### src/rtl/rc_servo_pkg.sv
// Shared definitions for the rc_servo XY datapath: ADC FSM encodings and the
// default code widths that the ADC and PWM stages must agree on.
package rc_servo_pkg;

  localparam int unsigned SYNC_STAGES_DEF = 2;
  localparam int unsigned WINDOW_BITS_DEF = 10;
  localparam int unsigned OUT_BITS_DEF    = 8;

  typedef enum logic [1:0] {
    ST_IDLE   = 2'd0,
    ST_SETTLE = 2'd1,
    ST_ACQ    = 2'd2
  } adc_state_e;

endpackage : rc_servo_pkg

### src/rtl/comp_sync_filter.sv
// Comparator front end: synchroniser chain followed by a registered 3-tap
// majority filter that removes single-sample glitches.
module comp_sync_filter #(
  parameter int unsigned SYNC_STAGES = 2
) (
  input  logic clk_i,
  input  logic reset_i,
  input  logic async_i,
  output logic filt_o
);

  logic [SYNC_STAGES-1:0] sync_q, sync_d;
  logic [1:0]             tap_q, tap_d;
  logic                   filt_q, filt_d;
  logic                   synced;

  // Majority of the current synced sample and the two before it.
  always_comb begin
    synced = sync_q[SYNC_STAGES-1];
    sync_d = {sync_q[SYNC_STAGES-2:0], async_i};
    tap_d  = {tap_q[0], synced};
    filt_d = (synced & tap_q[0]) | (synced & tap_q[1]) | (tap_q[0] & tap_q[1]);
  end

  always_ff @(posedge clk_i) begin
    if (reset_i) begin
      sync_q <= '0;
      tap_q  <= '0;
      filt_q <= 1'b0;
    end else begin
      sync_q <= sync_d;
      tap_q  <= tap_d;
      filt_q <= filt_d;
    end
  end

  assign filt_o = filt_q;

endmodule : comp_sync_filter

### src/rtl/comp_duty_adc.sv
// Duty-cycle ADC: measures the filtered comparator high-time over a fixed
// window and publishes a truncated, saturated position code with a strobe.
module comp_duty_adc
  import rc_servo_pkg::*;
#(
  parameter int unsigned SYNC_STAGES = SYNC_STAGES_DEF,
  parameter int unsigned WINDOW_BITS = WINDOW_BITS_DEF,
  parameter int unsigned OUT_BITS    = OUT_BITS_DEF
) (
  input  logic                clk_i,
  input  logic                reset_i,
  input  logic                comp_async_i,
  input  logic                en_i,
  output logic [OUT_BITS-1:0] value_o,
  output logic                valid_o,
  output logic                busy_o
);

  localparam int unsigned SETTLE_LAST = SYNC_STAGES + 2;
  localparam int unsigned SETTLE_W    = $clog2(SYNC_STAGES + 3);

  adc_state_e             state_q, state_d;
  logic [WINDOW_BITS-1:0] win_cnt_q, win_cnt_d;
  logic [WINDOW_BITS-1:0] high_cnt_q, high_cnt_d;
  logic [SETTLE_W-1:0]    settle_cnt_q, settle_cnt_d;
  logic [OUT_BITS-1:0]    value_q, value_d;
  logic                   valid_q, valid_d;
  logic                   busy_q, busy_d;

  logic                   comp_f;
  logic                   win_last;
  logic [WINDOW_BITS:0]   sum;
  logic [WINDOW_BITS-1:0] sat_sum;

  comp_sync_filter #(
    .SYNC_STAGES(SYNC_STAGES)
  ) u_front (
    .clk_i  (clk_i),
    .reset_i(reset_i),
    .async_i(comp_async_i),
    .filt_o (comp_f)
  );

  // Closing sum includes the last cycle's sample; a fully-high window overflows.
  always_comb begin
    win_last = (win_cnt_q == {WINDOW_BITS{1'b1}});
    sum      = {1'b0, high_cnt_q} + (WINDOW_BITS+1)'(comp_f);
    sat_sum  = sum[WINDOW_BITS] ? {WINDOW_BITS{1'b1}} : sum[WINDOW_BITS-1:0];
  end

  always_comb begin
    state_d      = state_q;
    win_cnt_d    = win_cnt_q;
    high_cnt_d   = high_cnt_q;
    settle_cnt_d = settle_cnt_q;
    value_d      = value_q;
    valid_d      = 1'b0;

    case (state_q)
      ST_IDLE: begin
        win_cnt_d    = '0;
        high_cnt_d   = '0;
        settle_cnt_d = '0;
        if (en_i) state_d = ST_SETTLE;
      end
      ST_SETTLE: begin
        if (!en_i) begin
          state_d      = ST_IDLE;
          settle_cnt_d = '0;
        end else if (settle_cnt_q == SETTLE_W'(SETTLE_LAST)) begin
          state_d      = ST_ACQ;
          settle_cnt_d = '0;
          win_cnt_d    = '0;
          high_cnt_d   = '0;
        end else begin
          settle_cnt_d = settle_cnt_q + SETTLE_W'(1);
        end
      end
      ST_ACQ: begin
        if (win_last) begin
          value_d    = sat_sum[WINDOW_BITS-1 -: OUT_BITS];
          valid_d    = 1'b1;
          win_cnt_d  = '0;
          high_cnt_d = '0;
        end else begin
          win_cnt_d  = win_cnt_q + WINDOW_BITS'(1);
          high_cnt_d = high_cnt_q + WINDOW_BITS'(comp_f);
        end
        // A closing window still publishes even when enable drops with it.
        if (!en_i) begin
          state_d    = ST_IDLE;
          win_cnt_d  = '0;
          high_cnt_d = '0;
        end
      end
      default: begin
        state_d = ST_IDLE;
      end
    endcase

    busy_d = (state_d != ST_IDLE);
  end

  always_ff @(posedge clk_i) begin
    if (reset_i) begin
      state_q      <= ST_IDLE;
      win_cnt_q    <= '0;
      high_cnt_q   <= '0;
      settle_cnt_q <= '0;
      value_q      <= '0;
      valid_q      <= 1'b0;
      busy_q       <= 1'b0;
    end else begin
      state_q      <= state_d;
      win_cnt_q    <= win_cnt_d;
      high_cnt_q   <= high_cnt_d;
      settle_cnt_q <= settle_cnt_d;
      value_q      <= value_d;
      valid_q      <= valid_d;
      busy_q       <= busy_d;
    end
  end

  assign value_o = value_q;
  assign valid_o = valid_q;
  assign busy_o  = busy_q;

endmodule : comp_duty_adc

### config.mk
export PLATFORM = sky130hd
export DESIGN_NAME = comp_duty_adc
export DESIGN_NICKNAME = d
export VERILOG_FILES = /design/src/rtl/rc_servo_pkg.sv /design/src/rtl/comp_sync_filter.sv /design/src/rtl/comp_duty_adc.sv
export SDC_FILE = /design/constraint.sdc
export NUM_CORES = 1
export LEC_CHECK = 0
export ABC_AREA = 0
export CORE_AREA = 2 2 61 63
export DETAILED_ROUTE_END_ITERATION = 10
export DIE_AREA = 0 0 63 65
export PLACE_DENSITY = 0.73
export SLEW_MARGIN = 20
export SYNTH_ARGS = -nofsm -noshare
export SYNTH_HDL_FRONTEND = slang
export SYNTH_SLANG_ARGS = --single-unit
### constraint.sdc
create_clock -name clk_i -period 3.66 [get_ports clk_i]
set_clock_uncertainty 0.05 [all_clocks]
set_input_delay 0.732 -clock clk_i [delete_from_list [all_inputs] [get_ports clk_i]]
set_output_delay 0.732 -clock clk_i [all_outputs]
set_load 0.01 [all_outputs]
Word level (Yosys, flattened, before mapping)
Cells that the tools add are included.
{"block": "op_classes", "n_addsub": 4, "eq_ne": 6, "n_mux": 18, "bitwise": 6, "reduce_logical": 7}
{"operator": "10-bit two-way mux", "count": 7}
{"operator": "10-bit one-hot mux with 3 select lines", "count": 2}
{"operator": "10-bit by 1-bit adder with 11-bit output", "count": 1}
{"operator": "10-bit by 1-bit adder with 10-bit output", "count": 1}
{"operator": "10-bit by 1-bit adder with 10-bit output, second input constant", "count": 1}
{"operator": "10-bit equality test, second input constant", "count": 1}
{"operator": "2-bit two-way mux", "count": 4}
{"operator": "3-bit two-way mux", "count": 2}
{"operator": "2-bit one-hot mux with 3 select lines", "count": 1}
{"operator": "3-bit one-hot mux with 2 select lines", "count": 1}
{"operator": "2-bit != test, second input constant", "count": 2}
{"operator": "2-bit nonzero test", "count": 2}
{"operator": "3-bit by 1-bit adder with 3-bit output, second input constant", "count": 1}
{"operator": "1-bit AND", "count": 3}
{"operator": "3-bit equality test, second input constant", "count": 1}
{"operator": "3-bit AND reduction", "count": 1}
{"operator": "3-bit nonzero test", "count": 1}
{"operator": "2-bit by 1-bit equality test with 1-bit output, second input constant", "count": 1}
{"operator": "2-bit equality test, second input constant", "count": 1}
{"operator": "2-bit zero test", "count": 1}
{"operator": "1-bit OR", "count": 2}
{"operator": "2-bit AND reduction", "count": 1}
{"operator": "2-bit OR reduction", "count": 1}
{"operator": "1-bit two-way mux", "count": 1}
{"operator": "1-bit inverter", "count": 1}
{"block": "word_totals", "reg_bits": 40, "in_bits": 4, "output_inout_bits": 10, "wordCells": 51}

Logic depth before layout (Yosys ltp)
Gate-level depths: netlist of run 1.
{"block": "logic_depth", "ltp_word": 5, "ltp_mapped": 7, "depth_no_buf": 6}

Hierarchy
From an unflattened synthesis of run 1, not the netlist that was laid out.
{"block": "unflattened", "hier_cells": 203, "area_unflattened_um2": 1884.3}
{"module": "comp_duty_adc", "instances": 1, "cells_each": 191, "area_each_um2": 1742.9, "seq_area_each_um2": 700.7}
{"module": "comp_sync_filter", "instances": 1, "cells_each": 12, "area_each_um2": 141.4, "seq_area_each_um2": 100.1}

Least setup slack after synthesis of run 1
Ideal clock, no wire load.
{"block": "synth_timing", "path_kind": "flip-flop to flip-flop", "from": "reg win_cnt_q[0]", "to": "reg high_cnt_q[6]", "setup_ps": 74, "arrival_ps": 1543, "required_time_ps": 3536, "slack_ps": 1993, "path_stages_with_launch": 8, "path_buffers": 2, "synth_period_minus_slack_ps": 1667, "path_cell_list": "dfxtp_1 ha_1 and3_1 buf_2 a311oi_4 buf_6 o21ai_1 a31oi_1"}
{"block": "synth_between", "elab_chain_len": 4}
{"item": "start, declared", "line": "comp_duty_adc.sv:23", "text": "logic [WINDOW_BITS-1:0] win_cnt_q, win_cnt_d;"}
{"item": "start signal, assigned", "line": "comp_duty_adc.sv:115", "text": "win_cnt_q <= win_cnt_d;"}
{"item": "10-bit equality test", "line": "comp_duty_adc.sv:46", "text": "win_last = (win_cnt_q == {WINDOW_BITS{1'b1}});"}
{"item": "10-bit two-way mux", "line": "comp_duty_adc.sv:80", "text": "if (win_last) begin"}
{"item": "10-bit two-way mux", "line": "comp_duty_adc.sv:90", "text": "if (!en_i) begin"}
{"item": "10-bit one-hot mux with 3 select lines", "line": "comp_duty_adc.sv:59", "text": "case (state_q)"}
{"item": "end signal, assigned", "line": "comp_duty_adc.sv:116", "text": "high_cnt_q <= high_cnt_d;"}
{"item": "end, declared", "line": "comp_duty_adc.sv:24", "text": "logic [WINDOW_BITS-1:0] high_cnt_q, high_cnt_d;"}
Every way passes these cells.
A chain may end at the register's enable or synchronous reset.

==> flow_metrics.py, run 1 <==
metrics = {
    "sta": {
        "timing.final.setup_violations": 0,
        "worst_slew_pin_slew_ns": 0.744,
        "timing.setup.tns_ns": 0,
        "grt_setup_unrepaired": "false",
        "maxSlewHeadroom_pct": 50.3,
        "slew_violations": 0,
        "worst_hold_slack_after_final_layout_ns": 0.413,
        "final.min_clock_period_ns": 2.30,
        "final-hold-violation-count": 0,
        "fmax_mhz": 435,
        "timing.final.crit_share_pct": 62.8,
    },
    "clocking": {
        "holdBufCountCts": 0,
        "clock-root-buffer": "clkbuf_4",
        "htree_levels": 2,
        "register_clock_pin_slew_on_the_reported_worst_setup_and_hold_paths_ns": 0.12,
        "post-cts-setup-buffer-count": 0,
        "cts_tree": "built",
        "ctsResizeCount": 0,
        "skew_pair_late_insertion_delay_ns": 0.35,
        "clkSinkCount": 40,
        "cts-buffers-inserted": 5,
        "max-clock-path-buffers": 2,
    },
    "logic_synthesis": {
        "number_of_flops_mapped_to_enable_cells_by_yosys": 0,
        "yosysSeqAreaShare_pct": 44.2,
        "synthesis.area_per_instance_um2": 8.84,
        "synth_cell_types": 43,
        "post_synth_top_area_share_pct": 44.2,
        "post_synthesis_sequential_element_count": 40,
        "yosys.area_share.xor_xnor_pct": 3.38,
        "post_synth_and_or_nand_nor_area_fraction_pct": 22.2,
        "synth_compound_area_share_pct": 20.6,
        "synthAdderAreaFrac_pct": 3.45,
        "main_combinational_cell_family_by_area_after_synthesis": "simple AND/OR/NAND/NOR gates",
        "async_flop_share_pct": 0,
        "yosysWarningCount": 0,
        "synth_flop_cell": "dfxtp_1",
        "netlist.top_cell.by_area": "dfxtp_1",
        "ys_top_cells_by_area": "dfxtp_1 (44%), nand2_1 (3.9%), a31oi_1 (3.8%)",
        "mappedNetlistNets": 214,
        "synthMuxAreaShare_pct": 0.552,
        "synth_area_um2": 1810,
        "count_of_mapped_cells_out_of_synthesis": 205,
    },
    "placement": {
        "detailed_place_hpwl_um": 2640,
        "gp_congestion": 0.802,
        "numPortBuffers": 13,
    },
    "setup_path": {
        "path_max_fanout": 19,
        "path_class": "input pin to flip-flop",
        "worstSetupStartpoint": "reset_i",
        "worstPathRequired_ns": 3.89,
        "worst_r2r_startpoint": "win_cnt_q[0]$_SDFFE_PP0P_",
        "timing.critical_path.to_type": "flip-flop",
        "r2r_cells": 5,
        "worst_r2r_endpoint": "value_o[5]$_SDFFE_PP0P_",
        "crit_arrival_ns": 2.53,
        "critPathLaunchType": "input pin",
        "timing.reg2reg.setup_slack_ns": 1.47,
    },
    "hold_path": {
        "min-delay-path-class": "flip-flop to flip-flop",
        "hold_path_end": "u_front.sync_q[1]$_SDFF_PP0_",
        "hold_start": "u_front.sync_q[0]$_SDFF_PP0_",
        "number_of_cells_on_the_worst_hold_path": 1,
    },
    "floorplan": {
        "num_io_pins": 14,
        "row_count": 22,
        "chipWidth_um": 63,
        "die-area_um2": 4100,
        "fp.dieH_um": 65,
        "floorplan.core_area_um2": 3500,
        "initial_utilization_pct": 51.9,
    },
    "pwr": {
        "flop_pwr_share_pct": 58.3,
        "power_density_nw_per_um2": 371,
        "pwr-share-clk_pct": 38.7,
        "swShare_pct": 21.9,
        "power.static_leakage_nw": 0.710,
        "design_power_total_mw": 0.755,
        "vdd_drop_max_uv": 281,
        "net-switching-power_mw": 0.166,
        "p_int_mw": 0.590,
        "pwr-share-comb_pct": 3.0,
    },
    "routing": {
        "routed-via-count": 1539,
        "drtAntennaViolNets": 0,
        "wire_per_inst_um": 13.8,
        "routed_wirelength_um": 3650,
        "drt_first_pass_iters": 4,
        "first_iter_violations": 86,
        "vias_per_cell": 5.81,
        "drc": 0,
    },
    "finish": {
        "drive_above_1_share_pct": 5.99,
        "final_common_cell": "dfxtp_1",
        "nFillCells": 319,
        "nets": 225,
        "final_core_util_pct": 58.3,
        "area_delta_synth_final_pct": 12.4,
        "antennaDiodeCount": 0,
        "final_cell_mix": "dfxtp_1 (40), nand2_1 (19), inv_1 (13), clkdlybuf4s50_1 (13), a21oi_1 (12)",
    },
    "global_routing": {
        "grt_first_pass_wirelength_um": 6190,
        "grt_overflow_total": 0,
        "number_of_global_route_vias_before_repair": 1388,
        "antenna_found_initial": 0,
        "grt_max_degree": 20,
        "grt_usage_pct": 19.2,
    },
    "status": {
        "run_status": "complete, no violations",
    },
    "run": {
        "timing.max_cap.violations": 0,
    },
}
==> routing by layer <==
metal,GRT usage (%),share of wire [%]
met4,6.94,1.4
met2,34.6,51
met1,21.8,43
met5,0,0
met3,5.21,4.6
==> worst max-delay path by stage <==
stage / endpoint / slack [ns] / depth (start not counted)
2_1_floorplan: high_cnt_q[6]$_SDFFE_PP0P_ / 1.99 / 7
3_3_place_gp: high_cnt_q[4]$_SDFFE_PP0P_ / 1.08 / 4
3_5_place_dp: high_cnt_q[4]$_SDFFE_PP0P_ / 1.0 / 4
4_1_cts: high_cnt_q[4]$_SDFFE_PP0P_ / 1.37 / 4
5_1_grt: win_cnt_q[2]$_SDFFE_PP0P_ / 1.21 / 4
6_report: high_cnt_q[4]$_SDFFE_PP0P_ / 1.36 / 4
==> final cells by class <==
type | instances | area (um^2) | area share [%]
Clock buffer | 5 | 37.5 | 1.84
Clock inverter | 3 | 42.5 | 2.09
Inverter | 13 | 48.8 | 2.40
Multi-Input combinational cell | 142 | 910 | 44.7
Sequential cell | 40 | 801 | 39.3
Tap cell | 48 | 60.1 | 2.95
Timing Repair Buffer | 14 | 138 | 6.76
==> power by group through the flow <==
stage               combinational (mW)  clock (mW)  sequential [mW]
finish                          0.0227       0.292            0.440
floorplan                       0.0124           0            0.450
global placement                0.0219           0            0.450
global route                    0.0246       0.319            0.441
detailed placement              0.0225           0            0.450
CTS                             0.0226       0.298            0.440
==> state kept, by name, indices dropped and copies added (netlist names) <==
register	flops
high_cnt_q	10
valid_o	1
settle_cnt_q	3
u_front.sync_q	2
value_o	8
state_q	2
busy_o	1
u_front.tap_q	2
win_cnt_q	10
u_front.filt_o	1
==> per-stage QoR <==
stage	cell area, um^2	setup slack (ns)	instances
finish	2040	1.36	265
global route	2040	1.21	265
CTS	2040	1.37	265
detailed placement	1960	0.999	257
global placement	1960	1.08	257
floorplan	1810	1.99	205
==> synth_stat cells (5+ instances only) <==
cell	instances
dfxtp_1	40
nand2_1	19
inv_1	13
a21oi_1	12
a31oi_1	11
nor2_1	11
o21ai_0	11
nand3_1	9
a221oi_1	6
nor3_1	6
a22oi_1	5
and3_1	5
ha_1	5
xnor2_1	5
==> critical path, cell delays in order <==
cell             delay (ns)
clkdlybuf4s50_1        0.79
a311oi_4               0.66
a41oi_1                0.18
a31oi_1                0.17
==> logic make-up (layout without fill, tap and decap cells) <==
group | after synthesis | in the layout
and+or+nand+nor | 74 | 74
AOI/OAI and AO/OA | 55 | 55
DFF | 40 | 40
buffers and inverters | 23 | 35
xor gates and xnor gates | 7 | 7
adders and majority gates | 5 | 5
muxes | 1 | 1
(Power assumes the default switching activity.)
==> inputs of run 2 (changes only) <==
--- a/config.mk
+++ b/config.mk
@@ -6,10 +6,10 @@
 export NUM_CORES = 1
 export LEC_CHECK = 0
 export ABC_AREA = 0
-export CORE_AREA = 2 2 61 63
+export CORE_AREA = 2 2 63 65
 export DETAILED_ROUTE_END_ITERATION = 10
-export DIE_AREA = 0 0 63 65
-export PLACE_DENSITY = 0.73
+export DIE_AREA = 0 0 65 67
+export PLACE_DENSITY = 0.72
 export SLEW_MARGIN = 20
 export SYNTH_ARGS = -nofsm -noshare
 export SYNTH_HDL_FRONTEND = slang
==> constraint.sdc (replaced) <==
create_clock -name clk_i -period 2.1 [get_ports clk_i]
set_clock_uncertainty 0.05 [all_clocks]
set_input_delay 0.42 -clock clk_i [delete_from_list [all_inputs] [get_ports clk_i]]
set_output_delay 0.42 -clock clk_i [all_outputs]
set_load 0.01 [all_outputs]
==> run 2 against run 1 <==
  * Via count shrank 0.52%
  * Count of clock-buffer cells in the layout grew 1
  * Cell area grew 6.1%
  * Combinational power grew 89%
  * Register-to-register slack lost 1.2 ns
  * First-iteration DRC count shrank 5.8%
  * Setup slack lost 1.1 ns
  * Critical path depth grew 3
  * Largest cell class unchanged
  * Largest power group unchanged
==> flow_metrics.py, run 2 (synthesis results as in run 1) <==
metrics = {
    "finish": {
        "area_delta_synth_final_pct": 19.3,
        "final_cell_mix": "dfxtp_1 (40), nand2_1 (19), buf_4 (14), inv_1 (13), clkdlybuf4s50_1 (13)",
        "nets": 238,
        "antennaDiodeCount": 0,
        "drive_above_1_share_pct": 10.9,
        "final_common_cell": "dfxtp_1",
        "final_core_util_pct": 60.0,
        "fin_area_um2": 2160,
    },
    "sta": {
        "final-hold-violation-count": 0,
        "timing.final.crit_share_pct": 86.5,
        "worst_hold_slack_after_final_layout_ns": 0.401,
        "timing.setup.tns_ns": 0,
        "final.min_clock_period_ns": 1.82,
        "fmax_mhz": 550,
        "worst_slew_pin_slew_ns": 0.371,
        "grt_setup_unrepaired": "false",
        "maxSlewHeadroom_pct": 75.3,
        "slew_violations": 0,
        "timing.final.setup_violations": 0,
    },
    "pwr": {
        "vdd_drop_max_uv": 382,
        "power_density_nw_per_um2": 657,
        "power.static_leakage_nw": 0.790,
    },
    "clocking": {
        "skew_pair_late_insertion_delay_ns": 0.30,
        "holdBufCountCts": 0,
        "clkSinkCount": 40,
        "htree_levels": 2,
        "max-clock-path-buffers": 2,
        "register_clock_pin_slew_on_the_reported_worst_setup_and_hold_paths_ns": 0.07,
        "clock-root-buffer": "clkbuf_8",
        "ctsResizeCount": 0,
        "post-cts-setup-buffer-count": 0,
        "cts_tree": "built",
        "cts-buffers-inserted": 5,
    },
    "floorplan": {
        "fp.dieH_um": 67,
        "floorplan.core_area_um2": 3610,
        "initial_utilization_pct": 50.3,
        "die-area_um2": 4360,
        "row_count": 22,
        "num_io_pins": 14,
        "chipWidth_um": 65,
    },
    "global_routing": {
        "grt_max_degree": 14,
        "number_of_global_route_vias_before_repair": 1355,
        "grt_first_pass_wirelength_um": 5880,
        "grt_overflow_total": 0,
        "grt_usage_pct": 17.8,
        "antenna_found_initial": 0,
    },
    "setup_path": {
        "worst_path_largest_cell_delay_ns": 0.34,
        "path_class": "flip-flop to flip-flop",
        "timing.reg2reg.setup_slack_ns": 0.28,
        "critical-path-top-cell-by-count": "ha_1",
        "cp.buffers_inverters": 1,
        "slowest_stage": "dfxtp_1",
        "critPathLaunchType": "flip-flop",
        "crit_arrival_ns": 1.96,
        "path_max_fanout": 6,
        "worstPathRequired_ns": 2.25,
        "timing.critical_path.to_type": "flip-flop",
        "critPathTopFamily": "simple AND/OR/NAND/NOR gates",
        "worstPathCellList": "ha_1, ha_1, nand3_1, nor3_1, nor2_1, buf_4, a221oi_1",
    },
    "routing": {
        "wire_per_inst_um": 12.4,
        "routed-via-count": 1531,
        "routed_wirelength_um": 3440,
        "first_iter_violations": 81,
        "drtAntennaViolNets": 0,
        "drt_first_pass_iters": 4,
        "drc": 0,
        "vias_per_cell": 5.51,
    },
    "placement": {
        "gp_congestion": 0.826,
        "numPortBuffers": 13,
        "placed_cell_area_um2": 2050,
        "detailed_place_hpwl_um": 2580,
    },
    "status": {
        "run_status": "complete, no violations",
    },
    "hold_path": {
        "min-delay-path-class": "flip-flop to flip-flop",
    },
    "run": {
        "timing.max_cap.violations": 0,
    },
}
[run 2: per-stage QoR]
step           worst slack, ns  total power, mW  cells
6_report                 0.283             1.42    278
2_1_floorplan            0.433            0.806    205
3_5_place_dp            0.0896            0.827    270
4_1_cts                  0.260             1.44    278
3_3_place_gp             0.119            0.827    270
5_1_grt                  0.126             1.47    278
[run 2: report_power, final]
group / switching (mW) / total (mW) / internal (mW)
logic: 0.0239 / 0.0429 / 0.0190
clock network: 0.258 / 0.611 / 0.352
registers: 0.00322 / 0.766 / 0.763
[run 2: cell type report]
cell class	count	area (um^2)
Timing Repair Buffer	27	235
Tap cell	48	60.1
Multi-Input combinational cell	142	910
Clock inverter	2	35.0
Fill cell	328	1440
Clock buffer	6	72.6
Sequential cell	40	801
Inverter	13	48.8
[run 2: layer usage]
| metal | wire, um | GRT usage [%] | up-vias | share of wire [%] |
|---|---|---|---|---|
| met3 | 108 | 4.05 | 7 | 3.1 |
| met5 | 0 | 0 | - | 0 |
| met2 | 1560 | 29.1 | 21 | 45 |
| met4 | 71 | 9.57 | 0 | 2.1 |
| li1 | - | - | 792 | - |
| met1 | 1690 | 21.8 | 711 | 49 |
[run 2: path summary, 6_finish.rpt]
| check | startpoint | endpoint | cells after the start |
|---|---|---|---|
| max | high_cnt_q[0]$_SDFFE_PP0P_ | value_o[2]$_SDFFE_PP0P_ | 7 |
| min | u_front.sync_q[0]$_SDFF_PP0_ | u_front.sync_q[1]$_SDFF_PP0_ | 1 |
| max reg2reg | high_cnt_q[0]$_SDFFE_PP0P_ | value_o[2]$_SDFFE_PP0P_ | 7 |
| min reg2reg | u_front.sync_q[0]$_SDFF_PP0_ | u_front.sync_q[1]$_SDFF_PP0_ | 1 |
==> inputs of run 3 (changes only) <==
--- a/config.mk
+++ b/config.mk
@@ -6,10 +6,11 @@
 export NUM_CORES = 1
 export LEC_CHECK = 0
 export ABC_AREA = 0
-export CORE_AREA = 2 2 63 65
+export CORE_AREA = 2 2 61 63
+export CTS_CLUSTER_DIAMETER = 50
 export DETAILED_ROUTE_END_ITERATION = 10
-export DIE_AREA = 0 0 65 67
-export PLACE_DENSITY = 0.72
+export DIE_AREA = 0 0 63 65
+export PLACE_DENSITY = 0.73
 export SLEW_MARGIN = 20
 export SYNTH_ARGS = -nofsm -noshare
 export SYNTH_HDL_FRONTEND = slang
==> constraint.sdc (replaced) <==
create_clock -name clk_i -period 2 [get_ports clk_i]
set_clock_uncertainty 0.05 [all_clocks]
set_input_delay 0.4 -clock clk_i [delete_from_list [all_inputs] [get_ports clk_i]]
set_output_delay 0.4 -clock clk_i [all_outputs]
set_load 0.01 [all_outputs]
==> run 3 against run 2 <==
  * Highest routed layer unchanged
  * Utilization increased by 0.64 points
  * Non-clock buffer count decreased by 2
  * Sequential share of layout area increased by 0.77 points
  * Critical path depth decreased by 1
  * Wire length increased by 7.3%
  * Largest power group unchanged
  * Worst hold slack improved by 0.011 ns
==> flow_metrics.py, run 3 (synthesis results as in run 1) <==
metrics = {
    "status": {
        "run_status": "complete, no violations",
    },
    "global_routing": {
        "grt_overflow_total": 0,
        "grt_usage_pct": 19.5,
        "grt_max_degree": 13,
        "number_of_global_route_vias_before_repair": 1490,
        "grt_first_pass_wirelength_um": 6280,
        "antenna_found_initial": 0,
    },
    "setup_path": {
        "timing.reg2reg.setup_slack_ns": 0.16,
        "crit_arrival_ns": 2.05,
        "critical-path-top-cell-by-count": "ha_1",
        "cp.buffers_inverters": 0,
        "r2r_cells": 6,
        "worstPathRequired_ns": 2.21,
        "path_max_fanout": 6,
        "worst_path_largest_cell_delay_ns": 0.35,
        "path_class": "flip-flop to flip-flop",
        "worst_r2r_endpoint": "value_o[5]$_SDFFE_PP0P_",
        "slowest_stage": "dfxtp_1",
        "worst_r2r_startpoint": "high_cnt_q[0]$_SDFFE_PP0P_",
        "critPathTopFamily": "simple AND/OR/NAND/NOR gates",
        "critPathLaunchType": "flip-flop",
        "timing.critical_path.to_type": "flip-flop",
        "worstPathCellList": "ha_1, ha_1, nand3_1, nor3_2, nor2_2, a221oi_1",
        "worstSetupStartpoint": "high_cnt_q[0]$_SDFFE_PP0P_",
    },
    "finish": {
        "drive_above_1_share_pct": 11.0,
        "area_delta_synth_final_pct": 16.8,
        "final_common_cell": "dfxtp_1",
        "antennaDiodeCount": 0,
        "nets": 236,
        "final_cell_mix": "dfxtp_1 (40), nand2_1 (19), inv_1 (13), clkdlybuf4s50_1 (13)",
    },
    "routing": {
        "route.met3.wl_um": 170,
        "routed-via-count": 1581,
        "wire_per_inst_um": 13.4,
        "drtAntennaViolNets": 0,
        "drc": 0,
        "first_iter_violations": 76,
        "vias_per_cell": 5.73,
        "drt_first_pass_iters": 4,
        "highest_signal_layer": "met4",
        "dr_wl_met2_um": 1810,
        "drt-met1-wl_um": 1660,
        "routed_wirelength_um": 3690,
    },
    "hold_path": {
        "min-delay-path-class": "flip-flop to flip-flop",
        "number_of_cells_on_the_worst_hold_path": 1,
        "hold_path_end": "u_front.sync_q[1]$_SDFF_PP0_",
        "hold_start": "u_front.sync_q[0]$_SDFF_PP0_",
    },
    "run": {
        "timing.max_cap.violations": 0,
    },
    "clocking": {
        "htree_levels": 2,
        "holdBufCountCts": 0,
        "cts_tree": "built",
        "skew_pair_late_insertion_delay_ns": 0.35,
        "max-clock-path-buffers": 2,
        "clock-root-buffer": "clkbuf_4",
        "register_clock_pin_slew_on_the_reported_worst_setup_and_hold_paths_ns": 0.12,
        "clkSinkCount": 40,
        "cts-buffers-inserted": 5,
    },
    "sta": {
        "final-hold-violation-count": 0,
        "timing.final.crit_share_pct": 92.1,
        "worst_slack_ns": 0.159,
        "fmax_mhz": 543,
        "worst_hold_slack_after_final_layout_ns": 0.412,
        "worst_slew_pin_slew_ns": 0.324,
        "timing.setup.tns_ns": 0,
        "final.min_clock_period_ns": 1.84,
        "timing.final.setup_violations": 0,
        "maxSlewHeadroom_pct": 78.4,
        "grt_setup_unrepaired": "false",
        "slew_violations": 0,
    },
    "floorplan": {
        "die-area_um2": 4100,
        "floorplan.core_area_um2": 3500,
        "chipWidth_um": 63,
        "fp.dieH_um": 65,
        "initial_utilization_pct": 51.9,
        "num_io_pins": 14,
        "row_count": 22,
    },
    "pwr": {
        "vdd_drop_max_uv": 315,
        "power_density_nw_per_um2": 603,
        "design_power_total_mw": 1.28,
        "power.static_leakage_nw": 0.770,
    },
    "placement": {
        "place_ws_ns": -0.00874,
        "detailed_place_hpwl_um": 2800,
        "gp_congestion": 0.808,
        "numPortBuffers": 13,
    },
}
## run 3: what timing repair did
action                                 4_1_cts  5_1_grt
setup endpoints to repair                    3        6
pin swaps                                    0        1
endpoints found under the hold margin        0        0
resized for setup                            1        2
buffers inserted                             0        0
## run 3: worst max-delay path by stage
stage                     cells after the start                    endpoint
after detailed placement                      6     value_o[5]$_SDFFE_PP0P_
after CTS                                     5     value_o[0]$_SDFFE_PP0P_
after floorplan                               7  high_cnt_q[6]$_SDFFE_PP0P_
after global placement                        5   win_cnt_q[5]$_SDFFE_PP0P_
after global routing                          6     value_o[0]$_SDFFE_PP0P_
final                                         6     value_o[5]$_SDFFE_PP0P_
## run 3: final cells by class
cell class	count	area, um^2
fill	299	1380
multi-input combinational	142	926
sequential	40	801
timing repair buffer	25	220
tap	48	60.1
clock buffer	7	55.1
inverter	13	48.8
clock inverter	1	7.51
## run 3: worst reg2reg max path, stage by stage (launching register included)
cell      delay (ns)
dfxtp_1         0.35
ha_1            0.21
ha_1            0.28
nand3_1         0.21
nor3_2          0.27
nor2_2          0.12
a221oi_1        0.27
## run 3: stage by stage
step	instance area [um^2]	instances	utilization [%]
global route	2120	276	60.6
floorplan	1810	205	-
detailed placement	2040	268	58.3
CTS	2110	276	60.3
finish	2120	276	60.6
global placement	2040	268	58.3
## run 3: report_power, final
part / total (mW) / leakage, nW / internal, mW / switching [mW]
logic: 0.0437 / 0.415 / 0.0188 / 0.0249
registers: 0.806 / 0.323 / 0.802 / 0.00361
clock network: 0.429 / 0.0315 / 0.172 / 0.257
## run 3: metal layers
metal / vias up / track usage [%]
met5: - / 0
met2: 41 / 32.6
met3: 6 / 6.08
li1: 787 / -
met4: 0 / 8.61
met1: 747 / 23.0
